--- src/rtl/fft_pkg.sv ---
// Shared types and address generation for the radix-2 DIT FFT engine.
// Used by the butterfly sequencer and the datapath alike.
package fft_pkg;

    localparam int N_LOG2 = 7;
    localparam int N      = 1 << N_LOG2;

    typedef logic [N_LOG2-1:0] addr_t;
    typedef logic [N_LOG2-2:0] tw_t;
    typedef logic [N_LOG2-2:0] jdx_t;
    typedef logic [2:0]        stage_t;

    typedef enum logic [2:0] {
        IDLE,
        RUN,
        GAP,
        DRAIN,
        DONE
    } state_t;

    typedef struct packed {
        addr_t a;
        addr_t b;
        tw_t   tw;
    } bfly_t;

    // Butterfly j of stage s: insert a zero bit at position s of j.
    function automatic bfly_t bfly_addr(
        input stage_t s,
        input jdx_t   j
    );
        addr_t jx;
        addr_t span;
        addr_t pos;
        addr_t grp;
        addr_t a;
        bfly_t r;
        jx     = addr_t'(j);
        span   = addr_t'(1) << s;
        pos    = jx & (span - addr_t'(1));
        grp    = jx >> s;
        a      = (grp << (s + 3'd1)) | pos;
        r.a    = a;
        r.b    = a + span;
        r.tw   = tw_t'(pos << (3'(N_LOG2 - 1) - s));
        return r;
    endfunction

endpackage

--- src/rtl/fft_bfly_sched_dly.sv ---
// Reset-clearable shift register of configurable depth and width.
// A depth of zero degenerates to a wire.
module fft_dly_line #(
    parameter int DEPTH = 1,
    parameter int W     = 1
) (
    input  logic         clk_i,
    input  logic         rst_ni,
    input  logic [W-1:0] d_i,
    output logic [W-1:0] q_o
);

    if (DEPTH == 0) begin : g_thru
        assign q_o = d_i;
    end else begin : g_sr
        logic [W-1:0] sr_q [DEPTH];

        always_ff @(posedge clk_i or negedge rst_ni) begin
            if (!rst_ni) begin
                for (int i = 0; i < DEPTH; i++) begin
                    sr_q[i] <= '0;
                end
            end else begin
                sr_q[0] <= d_i;
                for (int i = 1; i < DEPTH; i++) begin
                    sr_q[i] <= sr_q[i-1];
                end
            end
        end

        assign q_o = sr_q[DEPTH-1];
    end

endmodule

--- src/rtl/fft_bfly_sched.sv ---
// In-place radix-2 FFT butterfly sequencer with write-back alignment.
// Optional FFT_SCALE_EN adds the per-stage Scale output.
module fft_bfly_sched
    import fft_pkg::*;
#(
    parameter int RD_LAT = 1,
    parameter int BF_LAT = 2
`ifdef FFT_SCALE_EN
    ,
    parameter logic [N_LOG2-1:0] SCALE_MASK = '0
`endif
) (
    input  logic              Clk,
    input  logic              Reset_n,
    input  logic              Start,
    output logic              Busy,
    output logic              Done,
    output logic              RdEn,
    output logic [N_LOG2-1:0] RdAddrA,
    output logic [N_LOG2-1:0] RdAddrB,
    output logic [N_LOG2-2:0] TwIdx,
    output logic              BfValid,
    output logic              WrEn,
    output logic [N_LOG2-1:0] WrAddrA,
    output logic [N_LOG2-1:0] WrAddrB,
`ifdef FFT_SCALE_EN
    output logic              Scale,
`endif
    output logic [2:0]        Stage
);

    localparam int L = RD_LAT + BF_LAT;
    localparam logic [7:0] GAP_LAST =
        (L > 0) ? 8'(L - 1) : 8'd0;
    localparam stage_t S_LAST = 3'(N_LOG2 - 1);
    localparam jdx_t   J_LAST = '1;
    localparam int     WW     = 1 + 2 * N_LOG2;

    state_t     state_q;
    stage_t     s_q;
    jdx_t       j_q;
    logic [7:0] gap_q;
    logic       rd_en_q;
    bfly_t      rd_q;
    logic       busy_q;
    logic       done_q;

    always_ff @(posedge Clk or negedge Reset_n) begin
        if (!Reset_n) begin
            state_q <= IDLE;
            s_q     <= '0;
            j_q     <= '0;
            gap_q   <= '0;
            rd_en_q <= 1'b0;
            rd_q    <= '0;
            busy_q  <= 1'b0;
            done_q  <= 1'b0;
        end else begin
            done_q <= 1'b0;
            unique case (state_q)
                IDLE: begin
                    rd_en_q <= 1'b0;
                    if (Start) begin
                        state_q <= RUN;
                        s_q     <= '0;
                        j_q     <= '0;
                        rd_en_q <= 1'b1;
                        rd_q    <= bfly_addr('0, '0);
                        busy_q  <= 1'b1;
                    end
                end
                RUN: begin
                    if (j_q != J_LAST) begin
                        j_q  <= jdx_t'(j_q + 1'b1);
                        rd_q <= bfly_addr(s_q,
                                    jdx_t'(j_q + 1'b1));
                    end else if (s_q != S_LAST) begin
                        if (L == 0) begin
                            s_q  <= stage_t'(s_q + 3'd1);
                            j_q  <= '0;
                            rd_q <= bfly_addr(
                                stage_t'(s_q + 3'd1), '0);
                        end else begin
                            state_q <= GAP;
                            gap_q   <= '0;
                            rd_en_q <= 1'b0;
                        end
                    end else begin
                        rd_en_q <= 1'b0;
                        gap_q   <= '0;
                        if (L == 0) begin
                            state_q <= DONE;
                            done_q  <= 1'b1;
                        end else begin
                            state_q <= DRAIN;
                        end
                    end
                end
                // Hold off reads until the last write of the stage lands.
                GAP: begin
                    if (gap_q == GAP_LAST) begin
                        state_q <= RUN;
                        s_q     <= stage_t'(s_q + 3'd1);
                        j_q     <= '0;
                        rd_en_q <= 1'b1;
                        rd_q    <= bfly_addr(
                            stage_t'(s_q + 3'd1), '0);
                    end else begin
                        gap_q <= gap_q + 8'd1;
                    end
                end
                DRAIN: begin
                    if (gap_q == GAP_LAST) begin
                        state_q <= DONE;
                        done_q  <= 1'b1;
                    end else begin
                        gap_q <= gap_q + 8'd1;
                    end
                end
                DONE: begin
                    state_q <= IDLE;
                    busy_q  <= 1'b0;
                end
                default: begin
                    state_q <= IDLE;
                    busy_q  <= 1'b0;
                end
            endcase
        end
    end

`ifdef FFT_SCALE_EN
    logic [1:0] bf_d;
    logic [1:0] bf_q;

    assign bf_d = {rd_en_q, rd_en_q & SCALE_MASK[s_q]};
    assign BfValid = bf_q[1];
    assign Scale   = bf_q[0];

    fft_dly_line #(.DEPTH(RD_LAT), .W(2)) u_bf_dly (
        .clk_i  (Clk),
        .rst_ni (Reset_n),
        .d_i    (bf_d),
        .q_o    (bf_q)
    );
`else
    fft_dly_line #(.DEPTH(RD_LAT), .W(1)) u_bf_dly (
        .clk_i  (Clk),
        .rst_ni (Reset_n),
        .d_i    (rd_en_q),
        .q_o    (BfValid)
    );
`endif

    logic [WW-1:0] wr_d;
    logic [WW-1:0] wr_q;

    assign wr_d = {rd_en_q, rd_q.a, rd_q.b};

    fft_dly_line #(.DEPTH(L), .W(WW)) u_wr_dly (
        .clk_i  (Clk),
        .rst_ni (Reset_n),
        .d_i    (wr_d),
        .q_o    (wr_q)
    );

    assign WrEn    = wr_q[WW-1];
    assign WrAddrA = wr_q[2*N_LOG2-1:N_LOG2];
    assign WrAddrB = wr_q[N_LOG2-1:0];

    assign Busy    = busy_q;
    assign Done    = done_q;
    assign RdEn    = rd_en_q;
    assign RdAddrA = rd_q.a;
    assign RdAddrB = rd_q.b;
    assign TwIdx   = rd_q.tw;
    assign Stage   = s_q;

endmodule

--- config.mk ---
export PLATFORM = sky130hd
export DESIGN_NAME = fft_bfly_sched
export DESIGN_NICKNAME = d
export VERILOG_FILES = /design/src/rtl/fft_pkg.sv /design/src/rtl/fft_bfly_sched_dly.sv /design/src/rtl/fft_bfly_sched.sv
export SDC_FILE = /design/constraint.sdc
export NUM_CORES = 1
export LEC_CHECK = 0
export CORE_MARGIN = 3
export CORE_UTILIZATION = 30
export DETAILED_ROUTE_END_ITERATION = 10
export PLACE_DENSITY = 0.56
export SYNTH_ARGS = -nofsm -noshare
export SYNTH_HDL_FRONTEND = slang
export SYNTH_SLANG_ARGS = --single-unit
--- constraint.sdc ---
create_clock -name Clk -period 8.95 [get_ports Clk]
set_input_delay 1.79 -clock Clk [delete_from_list [all_inputs] [get_ports Clk]]
set_output_delay 1.79 -clock Clk [all_outputs]
set_load 0.03 [all_outputs]
==> results_dict.tcl, run 1 <==
set metrics [dict create \
    finalHoldViolations 0 \
    finClkSkew_ns 0.00837 \
    finalNetCount 439 \
    final_common_cell "dfrtp_1" \
    cts_root_buf "clkbuf_16" \
    postCtsHoldBufs 0 \
    wl_per_cell_um 16.5 \
    synthFlopType "dfrtp_1" \
    path_clk_slew_ns 0.06 \
    max-cap-violations 0 \
    final_max_slew_viol_count 0 \
    cp-start-kind "flop" \
    vias_per_cell 5.09 \
    io_pins 45 \
    postCtsSetupBuffers 0 \
    clock_path_buffers 2 \
    htreeDepth 3 \
    grt_pass1_vias 2924 \
    num_rows 42 \
    place_congestion 0.878 \
    post_cts_resize_count 0 \
    clock_latency_ns 0.34 \
    setup_viol 0 \
    vias 3049 \
    worstMarginPinSlew_ns 1.08 \
    fp.dieH_um 124 \
    ant_nets 0 \
    clock-sinks 88 \
    core_area_um2 13400 \
    hold_depth 0 \
    min_period_ns 4.72 \
    synth.distinct_cells 59 \
    portBuffers 44 \
    p_comb_share_pct 1.2 \
    place_area_um2 4650 \
    final_util_pct 37.1 \
    dieArea_um2 15400 \
    firstDrtPassIters 5 \
    synthCells 394 \
    dp_hpwl_um 6960 \
    p_per_area_nw_per_um2 163 \
    cts-buffers-inserted 9 \
    vdd_drop_max_v 0.0000776 \
    synthesis.nets 414 \
    worstPathRequired_ns 9.17 \
    mostFrequentLayoutCells "dfrtp_1, nand2_1, clkdlybuf4s50_1" \
    crit_fanout 27 \
    antenna_found_initial 0 \
    nFillCells 1311 \
    ys_seq_area_share_pct 52.8 \
    wirelength_um 9890 \
    hp-class "reg -> reg" \
    cts_tree "built" \
    p_sw_share_pct 19.0 \
    p_int_mw 0.657 \
    power.net_switching_mw 0.154 \
    grt_pass1_wl_um 16000 \
    end_kind "flop" \
    max_freq_mhz 212 \
    grt_max_degree 89 \
    p_seq_share_pct 49.1 \
    p_leak_nw 2.17 \
    outcome "complete, no violations" \
    syn_avg_cell_area_um2 10.6 \
    rr_worst_depth 14 \
    relSlewSlack_pct 27.7 \
    drive_gt1_share_pct 6.62 \
    p_clk_share_pct 49.8 \
    synth_area_um2 4170 \
    yosys_warnings 0 \
    drcViolationCount 0 \
    start_util_pct 31.1 \
    synth_edf_count 0 \
    rsz0062_at_grt "no" \
    setup_tns_ns 0 \
    critPathArrivalTime_ns 4.94 \
    synth-async-reset-ratio_pct 100 \
    die_w_um 124 \
    grt_remaining_overflow 0 \
    grt_use_total_pct 13.6 \
    yosys_register_bits 88 \
    fin_crit_sh_pct 52.7 \
    design_area_um2 4970 \
    area_growth_pct 19.2 \
    path_class "reg -> reg" \
    drtIter0Drc 252 \
    n_antenna_cell 0 \
]
[cell type report]
type / count / area [um^2] / area share (%)
clock buffer: 12 / 256 / 5.16
clock inverter: 3 / 65.1 / 1.31
inverter: 10 / 37.5 / 0.755
multi-input combinational: 264 / 1740 / 35.0
sequential: 88 / 2200 / 44.3
tap: 176 / 220 / 4.43
timing repair buffer: 46 / 453 / 9.11
[metal layers]
metal,up-vias,wire (um),track usage (%)
met5,-,0,0
met3,23,511,2.82
met1,1496,4620,18.9
met2,97,4510,20.7
li1,1433,-,-
met4,0,255,5.61
[cell families after synthesis]
logic type | count (synthesis) | share of synthesized area, %
AO/OA/AOI/OAI | 100 | 16.6
XOR/XNOR | 20 | 4.20
adder cells (fa/ha/maj) | 17 | 5.28
buffers and inverters | 42 | 5.55
flip-flops | 88 | 52.8
multiplexers | 6 | 1.56
AND/OR/NAND/NOR | 121 | 14.1
[synth_stat cells, drive strengths merged, types with 2 or more instances]
cell type	instances	area (um^2)
a32oi	2	17.5
nor2	31	116
a21oi	17	85.1
xnor2	9	78.8
o21ai	32	171
mux2	4	45.0
inv	8	30.0
nand2b	3	18.8
o211ai	2	28.8
o22ai	3	18.8
clkbuf	11	41.3
buf	21	153
a21o	5	37.5
o21bai	2	15.0
a22oi	5	37.5
a221oi	3	32.5
nor2b	5	31.3
clkinv	2	7.51
nand2	43	161
and3	6	37.5
a2111oi	3	27.5
a22o	9	78.8
xor2	11	96.3
o41ai	2	17.5
or3	3	18.8
nor4b	2	17.5
mux2i	2	20.0
dfrtp	88	2200
ha	16	200
nand4	6	37.5
nor3	5	25.0
and2	4	25.0
a211oi	3	27.5
a31oi	4	25.0
nand3	8	45.0
[final timing paths]
path	from	slack, ns	end
worst max-delay path	Stage[0]	4.23	RdAddrB[6]
worst min-delay path	u_wr_dly.g_sr.sr_q[18]	0.35	u_wr_dly.q_o[3]
worst max register to register	Stage[0]	4.23	RdAddrB[6]
worst min register to register	u_wr_dly.g_sr.sr_q[18]	0.35	u_wr_dly.q_o[3]
max in group asynchronous	Reset_n	6.59	RdAddrB[5]
min in group asynchronous	Reset_n	1.66	u_wr_dly.q_o[0]
[stage by stage]
stage	hold slack, ns	total power, mW	setup WS, ns	cells
floorplan	0.331	0.407	5.22	394
global placement	0.332	0.416	4.42	584
detailed placement	0.335	0.416	4.28	584
CTS	0.348	0.824	4.23	599
global route	0.352	0.841	3.84	599
finish	0.347	0.812	4.23	599
[power by group through the flow]
| stage | Sequential [mW] | Clock [mW] | Combinational [mW] |
|---|---|---|---|
| 6_report | 0.398 | 0.404 | 0.00949 |
| 5_1_grt | 0.398 | 0.432 | 0.0115 |
| 4_1_cts | 0.398 | 0.415 | 0.0103 |
| 3_5_place_dp | 0.406 | 0 | 0.0103 |
| 3_3_place_gp | 0.406 | 0 | 0.0101 |
| 2_1_floorplan | 0.406 | 0 | 0.000451 |
[registers in the layout, indices dropped and copies added, names as in the netlist, 3 cells and up]
signal and cells:
state_q 3, RdAddrB 7, TwIdx 6, j_q 6, Stage 3, gap_q 8
RdAddrA 7, u_wr_dly.g_sr.sr_q 29, u_wr_dly.q_o 15
[worst max-delay path: stages (launching register included)]
cell,delay [ns]
dfrtp_1,0.90
clkinv_1,0.52
ha_1,0.86
inv_1,0.17
nand2_1,0.14
o22ai_1,0.11
ha_1,0.25
fa_1,0.41
a21o_1,0.17
a21oi_1,0.22
o21bai_1,0.09
a21oi_1,0.27
xnor2_1,0.17
o221ai_1,0.15
a21o_1,0.17
(Power assumes the default switching activity.)
==> run 2, diff against run 1 <==
==> constraint.sdc (replaced) <==
create_clock -name Clk -period 4.8 [get_ports Clk]
set_input_delay 0.96 -clock Clk [delete_from_list [all_inputs] [get_ports Clk]]
set_output_delay 0.96 -clock Clk [all_outputs]
set_load 0.03 [all_outputs]
==> results_dict.tcl, run 2 (synthesis results as in run 1) <==
set metrics [dict create \
    outcome "complete, no violations" \
    max_freq_mhz 249 \
    ant_nets 0 \
    slowest_stage "dfrtp_1" \
    clock-sinks 88 \
    wirelength_um 9830 \
    setup_viol 0 \
    final_max_slew_viol_count 0 \
    rsz0062_at_grt "no" \
    vias_per_cell 4.97 \
    place_inst 590 \
    dp_hpwl_um 7030 \
    max-cap-violations 0 \
    grt_pass1_wl_um 16100 \
    end_kind "flop" \
    vias 3014 \
    highest_layer "met4" \
    worstMarginPinSlew_ns 1.07 \
    cpPeakStageDelay_ns 0.78 \
    grt_remaining_overflow 0 \
    relSlewSlack_pct 28.3 \
    die_w_um 124 \
    multi_input_area_um2 1740 \
    htreeDepth 3 \
    grt_use_total_pct 13.7 \
    core_area_um2 13400 \
    cp-start-kind "flop" \
    start_util_pct 31.1 \
    crit_buf_inv 2 \
    regMostFlops "u_wr_dly.g_sr.sr_q" \
    num_rows 42 \
    worstPathRequired_ns 5.03 \
    wl_met3_um 590 \
    path_class "reg -> reg" \
    place_congestion 0.889 \
    portBuffers 44 \
    wl_met1_um 4420 \
    hp-class "reg -> reg" \
    fp.dieH_um 124 \
    finalHoldViolations 0 \
    crit_chain "inv_1 > ha_1 > inv_1 > nand2_1 > o22ai_1 > ha_1 > fa_1 > a21o_1 > a21oi_1 > o21bai_1 > a21oi_1 > xnor2_1 > o221ai_1 > a21o_1" \
    grt_pass1_vias 3068 \
    fin_crit_sh_pct 83.6 \
    firstDrtPassIters 4 \
    io_pins 45 \
    vdd_drop_max_v 0.000169 \
    setup_tns_ns 0 \
    cts_root_buf "clkbuf_16" \
    finalNonFillerCells 606 \
    nFillCells 1318 \
    min_period_ns 4.01 \
    finalNetCount 445 \
    critPathArrivalTime_ns 4.24 \
    cts_tree "built" \
    antenna_found_initial 0 \
    drcViolationCount 0 \
    mostFrequentLayoutCells "dfrtp_1, nand2_1, clkdlybuf4s50_1" \
    postCtsSetupBuffers 0 \
    dieArea_um2 15400 \
    wl_met2_um 4530 \
    grt_max_degree 89 \
    critical-path-top-delay-family "adder cells" \
    postCtsHoldBufs 0 \
    design_area_um2 5030 \
    drtIter0Drc 273 \
    path_clk_slew_ns 0.06 \
    drive_gt1_share_pct 8.37 \
    wl_per_cell_um 16.2 \
    worst-r2r-setup-slack_ns 0.79 \
    finClkSkew_ns 0.00344 \
    p_leak_nw 2.20 \
    place_area_um2 4700 \
    final_common_cell "dfrtp_1" \
    post_cts_resize_count 0 \
    crit_fanout 20 \
    n_antenna_cell 0 \
    clock_path_buffers 2 \
    p_per_area_nw_per_um2 304 \
    clock_latency_ns 0.34 \
    cts-buffers-inserted 9 \
    area_growth_pct 20.6 \
    ff_latch_area_um2 2200 \
    largest_reg_flops 29 \
]
-- run 2: through the flow --
step	setup slack, ns	utilization (%)	hold WS, ns	total power, mW
6_report	0.785	37.6	0.345	1.53
4_1_cts	0.824	37.6	0.347	1.55
3_3_place_gp	0.888	35.1	0.331	0.775
3_5_place_dp	0.849	35.1	0.335	0.775
5_1_grt	0.404	37.6	0.346	1.59
2_1_floorplan	1.07	-	0.331	0.758
-- run 2: where the power goes --
part | switching, mW | internal [mW] | total [mW]
sequential | 0.000477 | 0.742 | 0.742
combinational | 0.0153 | 0.00243 | 0.0177
clock | 0.290 | 0.478 | 0.768
total | 0.306 | 1.22 | 1.53
-- run 2: final cells by class --
cell class | instances | area share [%]
Clock buffer | 10 | 4.75
Clock inverter | 6 | 1.94
Inverter | 10 | 0.746
Multi-Input combinational cell | 264 | 34.6
Sequential cell | 88 | 43.7
Tap cell | 176 | 4.37
Timing Repair Buffer | 52 | 9.89
-- run 2: path summary, 6_finish.rpt --
path | startpoint | end | cells past startpoint
max in group asynchronous | Reset_n | RdAddrA[6] | 1
min in group asynchronous | Reset_n | u_wr_dly.q_o[4] | 1
min | u_wr_dly.g_sr.sr_q[18] | u_wr_dly.q_o[3] | 0
max reg2reg | Stage[1] | RdAddrB[6] | 14
min reg2reg | u_wr_dly.g_sr.sr_q[18] | u_wr_dly.q_o[3] | 0
max | Stage[1] | RdAddrB[6] | 14
-- run 2: worst reg2reg max path: cells and delay by family, from the launching register on --
kind | cells | cell delay [ns]
compound gates | 7 | 1.17
buf+inv | 2 | 0.42
xor+xnor | 1 | 0.16
flops | 1 | 0.78
fa+ha+maj | 3 | 1.27
simple gates | 1 | 0.12
-- run 2: routing by layer --
metal,vias up,track usage [%]
li1,1443,-
met1,1458,18.2
met2,91,21.3
met3,22,3.32
met4,0,6.23
met5,-,0
